===== config.mk =====
export PLATFORM = sky130hd
export DESIGN_NAME = bus_mux_reg
export DESIGN_NICKNAME = d
export VERILOG_FILES = /design/src/rtl/bus_pkg.sv /design/src/rtl/bus_prio_encoder.sv /design/src/rtl/bus_mux_reg.sv
export SDC_FILE = /design/constraint.sdc
export NUM_CORES = 1
export LEC_CHECK = 0
export ABC_AREA = 1
export BUFFER_PORTS_ARGS = -buffer_cell sky130_fd_sc_hd__clkbuf_2
export CORE_AREA = 3 3 320 322
export CTS_CLUSTER_SIZE = 30
export DETAILED_ROUTE_END_ITERATION = 10
export DIE_AREA = 0 0 323 325
export PLACE_DENSITY_LB_ADDON = 0.12
export SLEW_MARGIN = 20
export SYNTH_ARGS = -nofsm -noshare
export SYNTH_HDL_FRONTEND = slang
export SYNTH_SLANG_ARGS = --single-unit
export TNS_END_PERCENT = 50

===== constraint.sdc =====
create_clock -name clk -period 2.59 [get_ports clk]
set_clock_uncertainty 0.2 [all_clocks]
set_input_delay 0.259 -clock clk [delete_from_list [all_inputs] [get_ports clk]]
set_output_delay 0.259 -clock clk [all_outputs]
set_load 0.005 [all_outputs]

===== src/rtl/bus_pkg.sv =====
// Shared constants for the CPU bus multiplexer: source index map and default sizes.
package bus_pkg;

  localparam int BUS_WIDTH   = 32;
  localparam int BUS_NUM_SRC = 24;

  // Source index map; R0..R15 occupy 0..15 directly.
  localparam int SRC_R0     = 0;
  localparam int SRC_R15    = 15;
  localparam int SRC_HI     = 16;
  localparam int SRC_LO     = 17;
  localparam int SRC_ZHI    = 18;
  localparam int SRC_ZLO    = 19;
  localparam int SRC_PC     = 20;
  localparam int SRC_MDR    = 21;
  localparam int SRC_INPORT = 22;
  localparam int SRC_CSIGN  = 23;

  function automatic int src_w(input int n);
    return (n > 1) ? $clog2(n) : 1;
  endfunction

endpackage


===== src/rtl/bus_prio_encoder.sv =====
// Lowest-index-wins priority encoder over the bus drive enables, with
// any-active and more-than-one-active flags.
module bus_prio_encoder
  import bus_pkg::*;
#(
  parameter  int NUM_SRC = BUS_NUM_SRC,
  localparam int SRC_W   = src_w(NUM_SRC)
) (
  input  logic [NUM_SRC-1:0] en_i,
  output logic [SRC_W-1:0]   win_o,
  output logic               any_en_o,
  output logic               multi_en_o
);

  always_comb begin
    win_o = '0;
    // Walk downward so the lowest set index is the last assignment.
    for (int i = NUM_SRC - 1; i >= 0; i--) begin
      if (en_i[i]) win_o = SRC_W'(i);
    end
  end

  assign any_en_o   = |en_i;
  assign multi_en_o = |(en_i & (en_i - NUM_SRC'(1)));

endmodule


===== src/rtl/bus_mux_reg.sv =====
// Registered CPU bus multiplexer with multi-driver conflict flags.
// Define BUS_CONFLICT_CNT_EN to add the saturating conflict_count port.
module bus_mux_reg
  import bus_pkg::*;
#(
  parameter  int WIDTH   = BUS_WIDTH,
  parameter  int NUM_SRC = BUS_NUM_SRC,
`ifdef BUS_CONFLICT_CNT_EN
  parameter  int CNT_W   = 8,
`endif
  localparam int SRC_W   = src_w(NUM_SRC)
) (
  input  logic                     clk,
  input  logic                     clr_n,
  input  logic [NUM_SRC*WIDTH-1:0] src_data,
  input  logic [NUM_SRC-1:0]       src_en,
  input  logic                     hold,
  input  logic                     clr_conflict,
  output logic [WIDTH-1:0]         bus_out,
  output logic                     bus_valid,
  output logic [SRC_W-1:0]         bus_src,
  output logic                     conflict,
`ifdef BUS_CONFLICT_CNT_EN
  output logic [CNT_W-1:0]         conflict_count,
`endif
  output logic                     conflict_sticky
);

  logic [NUM_SRC-1:0][WIDTH-1:0] src_arr;
  logic [SRC_W-1:0]              win;
  logic                          any_en, multi_en, conf_ev;

  logic [WIDTH-1:0] bus_out_q, bus_out_d;
  logic [SRC_W-1:0] bus_src_q, bus_src_d;
  logic             bus_valid_q, bus_valid_d;
  logic             conflict_q, conflict_d;
  logic             sticky_q, sticky_d;

  assign src_arr = src_data;

  bus_prio_encoder #(.NUM_SRC(NUM_SRC)) u_enc (
    .en_i       (src_en),
    .win_o      (win),
    .any_en_o   (any_en),
    .multi_en_o (multi_en)
  );

  assign conf_ev = !hold && multi_en;

  always_comb begin
    bus_out_d   = bus_out_q;
    bus_src_d   = bus_src_q;
    bus_valid_d = bus_valid_q;
    conflict_d  = conflict_q;
    if (!hold) begin
      bus_valid_d = any_en;
      conflict_d  = multi_en;
      if (any_en) begin
        bus_out_d = src_arr[win];
        bus_src_d = win;
      end
    end
    // A conflict in the clearing cycle survives the clear.
    sticky_d = (sticky_q && !clr_conflict) || conf_ev;
  end

  always_ff @(posedge clk or negedge clr_n) begin
    if (!clr_n) begin
      bus_out_q   <= '0;
      bus_src_q   <= '0;
      bus_valid_q <= 1'b0;
      conflict_q  <= 1'b0;
      sticky_q    <= 1'b0;
    end else begin
      bus_out_q   <= bus_out_d;
      bus_src_q   <= bus_src_d;
      bus_valid_q <= bus_valid_d;
      conflict_q  <= conflict_d;
      sticky_q    <= sticky_d;
    end
  end

`ifdef BUS_CONFLICT_CNT_EN
  logic [CNT_W-1:0] cnt_q, cnt_d;

  always_comb begin
    cnt_d = cnt_q;
    if (clr_conflict)             cnt_d = conf_ev ? CNT_W'(1) : '0;
    else if (conf_ev && !(&cnt_q)) cnt_d = cnt_q + CNT_W'(1);
  end

  always_ff @(posedge clk or negedge clr_n) begin
    if (!clr_n) cnt_q <= '0;
    else        cnt_q <= cnt_d;
  end

  assign conflict_count = cnt_q;
`endif

  assign bus_out         = bus_out_q;
  assign bus_src         = bus_src_q;
  assign bus_valid       = bus_valid_q;
  assign conflict        = conflict_q;
  assign conflict_sticky = sticky_q;

endmodule


==> summary.txt <==
Yosys
  • Syn nets: around 3100
  • Post-synth EDFFs: 0
  • Fraction of registers with async set or reset after synthesis: 1.00
  • #FFs+latches synth: 40
  • Synth top area share: 0.275
  • Mapped Area: ~0.011 mm2
  • Seq/Total Area, Yosys: 0.0923
  • Synth area leaders: nand2_1, nand3_1, inv_1, dfrtp_1, a21oi_1
  • Ys Warns: 0
  • Largest area contributor in the netlist: nand2_1
  • Syn Inst Count: 2276
  • Mean Syn Cell Area: roughly 4.8 um2
  • Ys flop type: dfrtp_1
  • Synth cell types: 32

Route
  • Routed len/inst: around 21 um
  • Routed via count: about 18000
  • TritonRoute pass-1 iters: 7
  • 1st-iter DRT viols: 864
  • Final ANT Viol Nets: 0
  • Residual DRC: 0
  • Final wirelength: about 95000 um
  • Vias per std cell: 3.94

Timing
  • Setup_tns: -10.67 ns
  • Final hold vios: 0
  • Tmin final: approximately 3 ns
  • RSZ-0062 raised after global routing: yes
  • Max-slew headroom: 0.502
  • Max frequency: 332 MHz
  • Crit share post-route: 1.16
  • Fin. max-slew vios: 0
  • Worst Tran Pin Value: around 0.75 ns
  • Fin worst setup slack: -0.419 ns
  • Setup Viol. Count Final: 32

Die
  • Die area: about 0.10 mm2
  • Die Wd: approximately 320 um
  • Die Y-Extent: 325 um
  • Core box area: 0.0999 mm2
  • Io pins: 836
  • Initial Util: 0.109
  • Std-Cell Rows: 116

GRT
  • First-pass GRT wire length: around 130000 um
  • Total track usage: 0.169
  • Vias in the first global route: ~18000
  • Pin count of the biggest net entering global routing: 57
  • Initial antenna violation count: 19
  • GRT overflow: 0

Worst setup path
  • Critical path arrival: a little over 3 ns
  • Startpoint Class: input port
  • CP Data Required Time: between 2 and 3 ns
  • Crit. End Element: flop
  • CP Max Fanout: 8
  • Most used cell, CP: nand2_1
  • Slowest cell delay on critical path: between 0.3 and 0.4 ns
  • Setup CP Type: input port to flop
  • Critical path's slowest cell: o211ai_1

Clock tree
  • CTS buffer count: 5
  • Clock transition at path regs: roughly 0.080 ns
  • CTS tree: built
  • Clock sinks: 40
  • Clk Latency, worst-skew pair: ~0.32 ns
  • H-Tree Depth: 2
  • Clock buffer depth: 2
  • Root Driver: clkbuf_16

Placement
  • PortBufs: 835
  • DP Worst Slack: -1.23 ns
  • GP Congestion: about 0.84
  • Detail Placement HPWL: 78500 um

Run status
  • Failing checks: setup timing
  • Status: complete, but fails checks

Power
  • PwrDens: approximately 250 mW/mm2
  • Static Leakage: 11.5 nW
  • Clock group share of total power: 0.161
  • Maximum vdd drop: between 0.00015 and 0.0002 V
  • Switching share of power: 0.454
  • Pint: approximately 2.7 mW
  • Seq pwr share: 0.152
  • Combinational Power Share: 0.687
  • Total net switching power: roughly 2.3 mW

Job
  • MaxCap Viol Count: 0

Cells and area
  • Area Overhead vs Synth: 87.0%
  • Share of layout cells above drive strength 1: 0.405
  • Commonest non-fill, non-tap cell in the layout: clkbuf_2
  • Layout Nets: a little over 4000
  • Most frequent cells in the layout: clkbuf_2, nand2_1, inv_1, nand3_1, buf_4

Min path
  • Min-delay worst type: input port to flop
==> cell families (layout without fill, tap and decap cells) <==
family                 Yosys count  after routing  synth area share
AOI/OAI and AO/OA              314            314             0.160
buffers and inverters          545           1514             0.204
DFF                             40             40            0.0923
other                            0             14                 0
and+or+nand+nor               1377           1378             0.543
==> flip-flops by register name, indices dropped and copies added, names as in the netlist <==
name / flops
conflict: 1
bus_out: 32
conflict_sticky: 1
bus_src: 5
bus_valid: 1
==> worst paths after layout <==
check | start | endpoint | slack (ns) | cells after the start
max in group asynchronous | clr_n | bus_src[4] | 1.07 | 4
worst max register to register | bus_out[14] | bus_out[14] | 1.32 | 5
worst min-delay path | hold | conflict | 0.09 | 3
min in group asynchronous | clr_n | bus_out[10] | 0.35 | 2
worst min register to register | bus_src[2] | bus_src[2] | 0.29 | 2
worst max-delay path | src_en[21] | bus_out[8] | -0.42 | 34
==> cell type report <==
type,instances,area (um2)
Timing Repair Buffer,1130,7610
Fill cell,12000,79600
Sequential cell,40,1000
Multi-Input combinational cell,1692,8400
Tap cell,1298,1620
Clock inverter,2,35.0
Inverter,376,1430
Antenna cell,14,35.0
Clock buffer,6,129
==> routing by layer <==
metal / GRT usage / up-vias / wire, um
met2: 0.298 / 531 / 47000
met5: 0 / - / 46
li1: - / 9126 / -
met1: 0.214 / 8228 / 41800
met3: 0.0287 / 59 / 4840
met4: 0.0375 / 8 / 1470
==> through the flow <==
stage	cell area [um2]	power [mW]	std cells	utilization	hold WS (ns)
after floorplan	10800	2.05	2276	-	-0.237
after global placement	18400	3.89	4486	0.184	0.167
after detailed placement	18400	3.86	4486	0.184	0.162
after CTS	19300	4.94	4519	0.193	0.0706
after global routing	20300	5.48	4557	0.203	0.106
final	20300	5.02	4558	0.203	0.0904
==> cell usage after synthesis (3+ instances only) <==
| library cell | count |
|---|---|
| a21oi_1 | 120 |
| nand3b_1 | 49 |
| nor2_1 | 128 |
| o211ai_1 | 58 |
| clkbuf_1 | 74 |
| inv_2 | 5 |
| inv_1 | 369 |
| buf_2 | 67 |
| nor3_1 | 3 |
| buf_4 | 3 |
| nand4_1 | 3 |
| nand2_1 | 793 |
| o21ai_1 | 31 |
| nand3_1 | 393 |
| buf_1 | 15 |
| dfrtp_1 | 40 |
| o21ai_0 | 97 |
| buf_6 | 10 |
==> power by group through the flow <==
stage / registers (mW) / logic [mW] / clock network [mW]
5_1_grt: 0.775 / 3.83 / 0.877
3_5_place_dp: 0.779 / 3.08 / 0
3_3_place_gp: 0.778 / 3.11 / 0
4_1_cts: 0.766 / 3.29 / 0.882
6_report: 0.764 / 3.45 / 0.806
2_1_floorplan: 0.759 / 1.29 / 0
==> worst max-delay path: cells and delay by family <==
family                 cells  cell delay (ns)
AOI/OAI and AO/OA          1             0.35
buffers and inverters      5             0.62
and+or+nand+nor           28             1.80
==> timing repair <==
action                                  CTS  global route
setup buffers                            20            18
cloned                                    6            12
resized for setup                       128           170
hold endpoints to repair                 18             0
pin swaps                                22            42
endpoints found under the setup margin   33            35
hold buffers                              2             0
No activity file was read; power rests on OpenSTA's default activity.
